<file path="src/rtl/flash_pkg.sv">
`default_nettype none
// ============================================================================
// Module      : flash_pkg
// Description : Shared definitions for the SPI flash read front-end: FSM
//               state encoding, ROM bus widths and write_en encoding.
// Revision    : 1.0 - initial release
// ============================================================================
package flash_pkg;

    localparam int ROM_ADDR_W = 16;
    localparam int ROM_DATA_W = 8;

    typedef logic [2:0] fsm_state_t;

    localparam logic [2:0] c_ST_IDLE   = 3'd0;
    localparam logic [2:0] c_ST_REQ    = 3'd1;
    localparam logic [2:0] c_ST_WAIT   = 3'd2;
    localparam logic [2:0] c_ST_DRAIN  = 3'd3;
    localparam logic [2:0] c_ST_FINISH = 3'd4;

    localparam logic c_WRITE_EN_READ  = 1'b0;
    localparam logic c_WRITE_EN_WRITE = 1'b1;

endpackage
`default_nettype wire

</file>
<file path="src/rtl/byte_fifo.sv">
`default_nettype none
// ============================================================================
// Module      : byte_fifo
// Description : Synchronous FIFO with a registered head word, registered
//               not-empty flag and an occupancy count.
// Revision    : 1.0 - initial release
// ============================================================================
module byte_fifo #(
    parameter int DEPTH = 8,
    parameter int WIDTH = 8
) (
    input  logic                     clk,
    input  logic                     reset,
    input  logic                     i_flush,
    input  logic                     i_push,
    input  logic [WIDTH-1:0]         i_data,
    input  logic                     i_pop,
    output logic [WIDTH-1:0]         o_head,
    output logic                     o_valid,
    output logic [$clog2(DEPTH):0]   o_count
);

    localparam int               c_PTR_W = $clog2(DEPTH);
    localparam logic [c_PTR_W:0] c_FULL  = (c_PTR_W + 1)'(DEPTH);

    logic [WIDTH-1:0]   r_mem [DEPTH];
    logic [c_PTR_W-1:0] r_wr_ptr;
    logic [c_PTR_W-1:0] r_rd_ptr;
    logic [c_PTR_W:0]   r_count;
    logic [WIDTH-1:0]   r_head;
    logic               r_valid;

    logic               w_push;
    logic               w_pop;
    logic [c_PTR_W-1:0] w_rd_next;
    logic [c_PTR_W:0]   w_count_next;

    assign w_push    = i_push && (r_count != c_FULL);
    assign w_pop     = i_pop && r_valid;
    assign w_rd_next = r_rd_ptr + 1'b1;

    always_comb begin
        w_count_next = r_count;
        if (w_push && !w_pop) begin
            w_count_next = r_count + 1'b1;
        end else if (!w_push && w_pop) begin
            w_count_next = r_count - 1'b1;
        end
    end

    always_ff @(posedge clk) begin
        if (w_push) begin
            r_mem[r_wr_ptr] <= i_data;
        end
    end

    always_ff @(posedge clk) begin
        if (reset || i_flush) begin
            r_wr_ptr <= '0;
            r_rd_ptr <= '0;
            r_count  <= '0;
            r_head   <= '0;
            r_valid  <= 1'b0;
        end else begin
            if (w_push) begin
                r_wr_ptr <= r_wr_ptr + 1'b1;
            end
            if (w_pop) begin
                r_rd_ptr <= w_rd_next;
            end
            r_count <= w_count_next;
            r_valid <= (w_count_next != '0);
            // Head tracks the next entry; with one entry left the incoming byte
            // lands in the slot after the head and must bypass the memory.
            if (w_pop) begin
                if (r_count > (c_PTR_W + 1)'(1)) begin
                    r_head <= r_mem[w_rd_next];
                end else if (w_push) begin
                    r_head <= i_data;
                end
            end else if (!r_valid && w_push) begin
                r_head <= i_data;
            end
        end
    end

    assign o_head  = r_head;
    assign o_valid = r_valid;
    assign o_count = r_count;

endmodule
`default_nettype wire

</file>
<file path="src/rtl/flash_stream_reader.sv">
`default_nettype none
// ============================================================================
// Module      : flash_stream_reader
// Description : Burst byte reader in front of the SPI flash controller; one
//               outstanding request, results streamed out through byte_fifo.
//               Optional watchdog abort enabled by defining ROM_TIMEOUT_EN.
// Revision    : 1.0 - initial release
// ============================================================================
module flash_stream_reader
    import flash_pkg::*;
#(
    parameter int DEPTH          = 8,
    parameter int TIMEOUT_CYCLES = 1024
) (
    input  logic                  clk,
    input  logic                  reset,
    input  logic                  start,
    input  logic [ROM_ADDR_W-1:0] base_addr,
    input  logic [15:0]           length,
    output logic                  busy,
    output logic                  done,
    output logic                  error,
    output logic                  rom_addr_en,
    output logic                  rom_write_en,
    output logic [ROM_ADDR_W-1:0] rom_addr,
    input  logic [ROM_DATA_W-1:0] rom_data,
    input  logic                  rom_data_ready,
    output logic [ROM_DATA_W-1:0] out_data,
    output logic                  out_valid,
    input  logic                  out_ready
);

    localparam int               c_CNT_W = $clog2(DEPTH) + 1;
    localparam logic [c_CNT_W-1:0] c_FULL = c_CNT_W'(DEPTH);

    if (DEPTH < 2 || DEPTH > 64 || (DEPTH & (DEPTH - 1)) != 0) begin : g_bad_depth
        $error("flash_stream_reader: DEPTH must be a power of two in 2..64");
    end
    if (TIMEOUT_CYCLES < 3) begin : g_bad_timeout
        $error("flash_stream_reader: TIMEOUT_CYCLES must be at least 3");
    end

    logic [2:0]            r_state;
    logic [2:0]            w_state_next;
    logic [ROM_ADDR_W-1:0] r_addr;
    logic [15:0]           r_remaining;
    logic                  r_done;

    logic                  w_start;
    logic                  w_free;
    logic                  w_req;
    logic                  w_push;
    logic                  w_pop;
    logic                  w_timeout;
    logic [c_CNT_W-1:0]    w_count;

    assign w_start = start && (r_state == c_ST_IDLE);
    assign w_free  = (w_count < c_FULL);
    assign w_req   = (r_state == c_ST_REQ) && w_free;
    assign w_push  = (r_state == c_ST_WAIT) && rom_data_ready;
    assign w_pop   = out_valid && out_ready;

`ifdef ROM_TIMEOUT_EN
    localparam int                  c_WDOG_W     = $clog2(TIMEOUT_CYCLES + 1);
    // Request, FINISH and the registered done pulse account for the other
    // three cycles, so done lands TIMEOUT_CYCLES after the request.
    localparam logic [c_WDOG_W-1:0] c_WDOG_LIMIT = c_WDOG_W'(TIMEOUT_CYCLES - 3);

    logic [c_WDOG_W-1:0] r_wdog;
    logic                r_error;

    assign w_timeout = (r_state == c_ST_WAIT) && !rom_data_ready && (r_wdog == c_WDOG_LIMIT);

    always_ff @(posedge clk) begin
        if (reset || r_state != c_ST_WAIT) begin
            r_wdog <= '0;
        end else begin
            r_wdog <= r_wdog + 1'b1;
        end
    end

    always_ff @(posedge clk) begin
        if (reset || w_start) begin
            r_error <= 1'b0;
        end else if (w_timeout) begin
            r_error <= 1'b1;
        end
    end

    assign error = r_error;
`else
    assign w_timeout = 1'b0;
    assign error     = 1'b0;
`endif

    always_comb begin
        w_state_next = r_state;
        case (r_state)
            c_ST_IDLE: begin
                if (start) begin
                    w_state_next = (length == '0) ? c_ST_FINISH : c_ST_REQ;
                end
            end
            c_ST_REQ: begin
                if (w_free) begin
                    w_state_next = c_ST_WAIT;
                end
            end
            c_ST_WAIT: begin
                if (rom_data_ready) begin
                    w_state_next = (r_remaining == 16'd1) ? c_ST_DRAIN : c_ST_REQ;
                end else if (w_timeout) begin
                    w_state_next = c_ST_FINISH;
                end
            end
            c_ST_DRAIN: begin
                if (w_count == '0) begin
                    w_state_next = c_ST_FINISH;
                end
            end
            c_ST_FINISH: begin
                w_state_next = c_ST_IDLE;
            end
            default: begin
                w_state_next = c_ST_IDLE;
            end
        endcase
    end

    always_ff @(posedge clk) begin
        if (reset) begin
            r_state     <= c_ST_IDLE;
            r_addr      <= '0;
            r_remaining <= '0;
            r_done      <= 1'b0;
        end else begin
            r_state <= w_state_next;
            r_done  <= (r_state == c_ST_FINISH);
            if (w_start) begin
                r_addr      <= base_addr;
                r_remaining <= length;
            end else if (w_push) begin
                r_addr      <= r_addr + 1'b1;
                r_remaining <= r_remaining - 1'b1;
            end
        end
    end

    byte_fifo #(
        .DEPTH (DEPTH),
        .WIDTH (ROM_DATA_W)
    ) u_fifo (
        .clk     (clk),
        .reset   (reset),
        .i_flush (w_timeout),
        .i_push  (w_push),
        .i_data  (rom_data),
        .i_pop   (w_pop),
        .o_head  (out_data),
        .o_valid (out_valid),
        .o_count (w_count)
    );

    // FINISH still counts as busy so that busy drops exactly as done rises.
    assign busy         = (r_state != c_ST_IDLE);
    assign done         = r_done;
    assign rom_addr_en  = w_req;
    assign rom_addr     = w_req ? r_addr : '0;
    assign rom_write_en = c_WRITE_EN_READ;

endmodule
`default_nettype wire

</file>
<file path="config.mk">
export PLATFORM = sky130hd
export DESIGN_NAME = flash_stream_reader
export DESIGN_NICKNAME = d
export VERILOG_FILES = /design/src/rtl/flash_pkg.sv /design/src/rtl/byte_fifo.sv /design/src/rtl/flash_stream_reader.sv
export SDC_FILE = /design/constraint.sdc
export NUM_CORES = 1
export LEC_CHECK = 0
export ABC_AREA = 1
export CAP_MARGIN = 20
export CELL_PAD_IN_SITES_DETAIL_PLACEMENT = 1
export CELL_PAD_IN_SITES_GLOBAL_PLACEMENT = 1
export CORE_MARGIN = 1
export CORE_UTILIZATION = 40
export DETAILED_ROUTE_END_ITERATION = 6
export HOLD_SLACK_MARGIN = 0.1
export PLACE_DENSITY_LB_ADDON = 0.08
export SKIP_LAST_GASP = 1
export SYNTH_ARGS = -nofsm -noshare
export SYNTH_HDL_FRONTEND = slang
export SYNTH_SLANG_ARGS = --single-unit
</file>
<file path="constraint.sdc">
create_clock -name clk -period 2.1 [get_ports clk]
set_clock_uncertainty 0.05 [all_clocks]
set_input_delay 0.315 -clock clk [delete_from_list [all_inputs] [get_ports clk]]
set_output_delay 0.315 -clock clk [all_outputs]
set_load 0.02 [all_outputs]
</file>
Yosys cells after proc, flatten, opt, wreduce, memory -nomap -nowiden

Memories as Yosys holds them, arrays and structs flattened.
Index checks and enable logic that the tools add are counted.

Bits in writable memories: 64
Output and inout bits: 30
Input port bits: 45
Register bits: 55
Word-level logic and storage cells: 70
Memories: 1

Equal/unequal tests: 11
Add/sub/neg operators: 6
$lt $le $gt $ge: 2
Muxes and demuxes: 20
Reduce and logical (&&, ||, !) cells: 21

Memories:

| name         | depth | bits a word | rd ports | clocked after Yosys merged registers in | write ports | line            | RTL |
|---|---|---|---|---|---|---|---|
| u_fifo.r_mem | 8     | 8           | 1        | 0                                       | 1           | byte_fifo.sv:26 | `logic [WIDTH-1:0] r_mem [DEPTH];` |

Operators by type and width:

| operator                                                      | number |
|---|---|
| 2-to-1 mux 16 bit                                             | 5 |
| 2-to-1 mux 8 bit                                              | 4 |
| adder 16 x 1 -> 16 bit, second input constant                 | 1 |
| == test 16 x 1 -> 1 bit, second input constant                | 1 |
| zero test 16 bit                                              | 1 |
| subtractor 16 x 1 -> 16 bit, second input constant            | 1 |
| 2-to-1 mux 3 bit                                              | 5 |
| case mux 3 bit (4 select lines)                               | 1 |
| logical AND 1 bit                                             | 9 |
| 2-to-1 mux 4 bit                                              | 2 |
| inequality test 2 bit, second input constant                  | 4 |
| adder 3 x 1 -> 3 bit, second input constant                   | 2 |
| == test 3 x 2 -> 1 bit, second input constant                 | 2 |
| adder 4 x 1 -> 4 bit, second input constant                   | 1 |
| greater-than comparator 4 x 1 -> 1 bit, second input constant | 1 |
| zero test 4 bit                                               | 1 |
| less-than comparator 4 bit, second input constant             | 1 |
| inequality test 4 bit, second input constant                  | 1 |
| AND reduction 4 bit                                           | 1 |
| nonzero test 2 bit                                            | 2 |
| nonzero test 4 bit                                            | 1 |
| subtractor 4 x 1 -> 4 bit, second input constant              | 1 |
| == test 3 x 1 -> 1 bit, second input constant                 | 1 |
| == test 3 bit, second input constant                          | 1 |
| 7 further kinds                                               | 10 |

Depth between registers and ports, before layout

Depth after elaboration: 8
Depth in mapped cells: 11
Gate-level depth less buffers: 11

By module

From an unflattened synthesis, not the netlist that was laid out.

Cells, all modules: 780
Area, all modules: 6269.8 um^2

Modules (own cells, without submodules):

| module              | sequential area each (um^2) | area each (um^2) | cells an instance | instances |
|---|---|---|---|---|
| byte_fifo           | 2302.2                      | 3502.1           | 316               | 1 |
| flash_stream_reader | 720.7                       | 2767.7           | 464               | 1 |

Least setup slack after synthesis

Ideal clock, no wire load.

Path kind: reg-to-reg
Start: register u_fifo.r_count[0] (netlist: u_fifo.o_count[0])
End: memory u_fifo.r_mem[5][0], enable pin
Required time: 1680 ps
Arrival: 1518 ps
Library setup time: 370 ps
Path buffers: 0
Period minus slack after synthesis: 1938 ps
Stages on the path, launching flop included: 8
Path slack: 162 ps
Cell sequence: dfxtp_1 -> inv_1 -> ha_1 -> nand3_1 -> nand3_2 -> nor2_1 -> inv_1 -> nor2_1

Word-level cells in the longest chain between the ends: 4

RTL lines:

| item                                   | line            | RTL |
|---|---|---|
| from (decl)                            | byte_fifo.sv:29 | `logic [c_PTR_W:0] r_count;` |
| from (signal assigned)                 | byte_fifo.sv:71 | `r_count <= w_count_next;` |
| inequality test 4 bit                  | byte_fifo.sv:38 | `assign w_push = i_push && (r_count != c_FULL);` |
| logical AND 1 bit                      | byte_fifo.sv:38 |  |
| 2-to-1 mux 1 bit                       | byte_fifo.sv:52 | `if (w_push) begin` |
| 2-to-1 mux 1 bit (not written as such) | byte_fifo.sv:53 | `r_mem[r_wr_ptr] <= i_data;` |
| to (decl)                              | byte_fifo.sv:26 |  |

Every way passes these cells.

Final worst setup path

Start: register r_state[2]
End: output port rom_addr[12]

Word-level cells in the longest chain between the ends: 3

RTL lines:

| item                   | line                       | RTL |
|---|---|---|
| from (decl)            | flash_stream_reader.sv:43  | `logic [2:0] r_state;` |
| from (signal assigned) | flash_stream_reader.sv:132 | `r_state <= c_ST_IDLE;` |
| from (signal assigned) | flash_stream_reader.sv:137 | `r_state <= w_state_next;` |
| == test 3 x 1 -> 1 bit | flash_stream_reader.sv:59  | `assign w_req = (r_state == c_ST_REQ) && w_free;` |
| logical AND 1 bit      | flash_stream_reader.sv:59  |  |
| 2-to-1 mux 16 bit      | flash_stream_reader.sv:168 | `assign rom_addr = w_req ? r_addr : '0;` |
| to (decl)              | flash_stream_reader.sv:25  | `output logic [ROM_ADDR_W-1:0] rom_addr,` |

Every way passes these cells.

==> impl_metrics.py <==
metrics = {
    "status": {
        "outcome": "finished, final reports clean",
    },
    "setup_path": {
        "critPathCapture": "rom_addr[12]",
        "start_kind": "flop",
        "slowest_stage": "dfxtp_1",
        "cpPeakStageDelay_ns": 0.31,
        "crit_path_start": "r_state[2]",
        "arrival_ns": 1.60,
        "crit_buf_inv": 3,
        "path_delay_family": "buffers and inverters",
        "criticalPathCategory": "reg2out",
        "worstPathRequired_ns": 1.74,
        "r2r-start": "u_fifo.o_count[1]",
        "path_cells": "inv_1 > nand3_1 > nor2_2 > inv_4 > nor2_1 > clkdlybuf4s15_2",
        "critPathCaptureType": "primary output",
        "r2r_end": "u_fifo.r_mem[2][3]",
        "rrSetupSlack_ns": 0.17,
        "critical_path_depth": 6,
        "crit_fanout": 16,
        "r2r_cells": 8,
    },
    "placement": {
        "dp_cells": 950,
        "portBuffers": 72,
        "routabilityCongestion": 0.7957,
        "dpl.hpwl_mm": 11.92,
    },
    "logic_synthesis": {
        "synth_top_area_cell": "edfxtp_1",
        "synth_top_area_share_pct": 33.07,
        "async_flop_share_pct": 0,
        "synth.avg_cell_area_um2": 8.374,
        "synth-seq-cells": 119,
        "synth_area_um2": 5812,
        "yosysMostFrequentCell": "nand2_1",
        "synthCells": 694,
        "synth.area.top_cells": "edfxtp_1, dfxtp_1, nand2_1",
        "yosysUniqueCellTypes": 38,
        "yosys_warnings": 0,
        "yosysSeqAreaShare_pct": 52.01,
        "ys.flop_type": "edfxtp_1",
        "synth_commonest_cells": "nand2_1, nor2_1, o21ai_0",
        "synth_edf_count": 64,
    },
    "clock_network": {
        "cts_buffer_depth": 2,
        "ctsResizeCount": 36,
        "clock_latency_ns": 0.41,
        "clkSinkCount": 119,
        "post-cts-setup-buffers": 0,
        "tritoncts": "done",
        "cts_made_buffers": 17,
        "cts_root_buf": "clkbuf_16",
        "ctsHoldBuffers": 0,
        "clk_pin_slew_ns": 0.05,
        "htreeDepth": 4,
    },
    "floorplan": {
        "die_width_um": 122.5,
        "ioPinCount": 75,
        "die_h_um": 122.5,
        "rows": 43,
        "coreArea_um2": 14040,
        "start_util_pct": 41.39,
        "die_area_um2": 15020,
    },
    "global_routing": {
        "grt_pass1_vias": 5430,
        "busiest_layer": "met2",
        "grt.overflow.total": 0,
        "grt_antenna_before_repair": 0,
        "grtUsageMet1_pct": 27.28,
        "grt_usage_pct": 24.01,
        "grtUsageMet3_pct": 4.786,
        "grtUsageMet2_pct": 44.28,
        "grt_max_degree": 33,
        "grt_pass1_wl_mm": 27.20,
    },
    "timing": {
        "fmax_mhz": 509.1,
        "hold_viol_final": 0,
        "slew_violations": 0,
        "finalSetupViolCount": 0,
        "grt_setup_unrepaired": "no",
        "period_minus_slack_ns": 1.964,
        "period_share_pct": 93.53,
    },
    "cells_and_area": {
        "nNetsFinal": 843,
        "fillerInstances": 1690,
        "layout.cells.non_filler": 982,
        "layout-drive-gt1-share_pct": 11.97,
        "synthToLayoutAreaGrowth_pct": 27.23,
        "antenna_cells": 0,
    },
    "pwr": {
        "power_mw": 7.963,
        "power.density_nw_per_um2": 1077,
        "ir_worst_vdd_uv": 580.0,
        "power_leakage_nw": 2.820,
    },
    "routing": {
        "num_vias": 5197,
        "post_drt_wl_per_cell_um": 17.00,
        "dr.pass1.iters": 4,
        "drcViolationCount": 0,
        "first_iter_violations": 214,
        "totalWireLength_mm": 16.70,
        "ant_nets": 0,
        "vias_per_cell": 5.292,
    },
    "hold_path": {
        "min_path_cells": 2,
        "hold_path_class": "reg2reg",
    },
    "job": {
        "max_cap_viol_count": 0,
    },
}
-- routing by layer --
metal	share of wire (%)	wire length, um	vias up
met5	0	0	-
li1	-	-	2548
met1	42	7047	2528
met2	53	8808	103
met3	3.8	634	18
met4	1.2	206	0
-- through the flow --
step | setup slack (ns) | cell area (um2) | TNS, ns | hold slack [ns] | utilization [%]
finish | 0.1359 | 7395 | 0 | 0.4301 | 52.66
global route | 0.0008491 | 7395 | 0 | 0.4545 | 52.66
CTS | -0.03627 | 7451 | -0.03627 | 0.4217 | 53.06
detailed placement | 0.02914 | 6852 | 0 | 0.4233 | 48.79
global placement | 0.09025 | 6852 | 0 | 0.4107 | 48.79
floorplan | 0.1617 | 5816 | 0 | 0.3639 | -
-- power breakdown --
group | internal [mW] | switching, mW
Clock | 1.97 | 0.992
Combinational | 0.797 | 1.42
Sequential | 2.64 | 0.146
Total | 5.41 | 2.55
-- worst min path at each step --
stage	startpoint	endpoint
2_1_floorplan	rom_data[0]	u_fifo.r_mem[0][0]
3_3_place_gp	r_state[2]	done
3_5_place_dp	r_state[2]	done
4_1_cts	base_addr[7]	r_addr[7]
5_1_grt	base_addr[0]	r_addr[0]
6_report	r_state[2]	done
-- layout make-up --
class	instances	area, um2	area share, %
Clock buffer	22	444.2	6.007
Sequential cell	119	3023	40.88
Timing Repair Buffer	100	883.3	11.95
Multi-Input combinational cell	483	2405	32.52
Tap cell	180	225.2	3.046
Clock inverter	10	153.9	2.081
Inverter	68	260.3	3.519
-- tightest hold or removal path, delay by kind of cell (launching register included) --
family        cells  cell delay, ns
buf+inv           1            0.07
flops             1            0.31
simple gates      1            0.05
-- state kept, by name, indices dropped and copies added (netlist names) --
name / flops
u_fifo.o_valid: 1
u_fifo.o_count: 4
r_addr: 16
u_fifo.r_wr_ptr: 3
done: 1
r_remaining: 16
u_fifo.r_mem: 64
u_fifo.r_rd_ptr: 3
u_fifo.o_head: 8
r_state: 3
-- cell families (layout without fill, tap and decap cells) --
| logic type | after synthesis | after routing | share of synthesized area (%) |
|---|---|---|---|
| other | 1 | 2 | 0.06452 |
| DFF | 119 | 119 | 52.01 |
| buffers and inverters | 93 | 200 | 6.717 |
| and+or+nand+nor | 293 | 293 | 21.77 |
| AOI/OAI and AO/OA | 171 | 171 | 16.30 |
| adders and majority gates | 9 | 9 | 1.938 |
| xor gates and xnor gates | 8 | 8 | 1.206 |
-- layout by cell type (no fill, tap or decap), types with 12 or more instances in the layout --
cell type | synthesis | routed
clkbuf_16 | 0 | 17
nand2_1 | 114 | 114
nand3_1 | 35 | 35
o22ai_1 | 12 | 12
o211ai_1 | 18 | 18
nor2_1 | 108 | 107
clkbuf_2 | 0 | 13
inv_1 | 62 | 61
a31oi_1 | 13 | 13
buf_4 | 4 | 27
a21oi_1 | 39 | 39
nor3_1 | 13 | 13
clkdlybuf4s50_1 | 0 | 54
o21ai_0 | 81 | 81
edfxtp_1 | 64 | 64
dfxtp_1 | 55 | 55
Power figures use the tool's default switching activity.
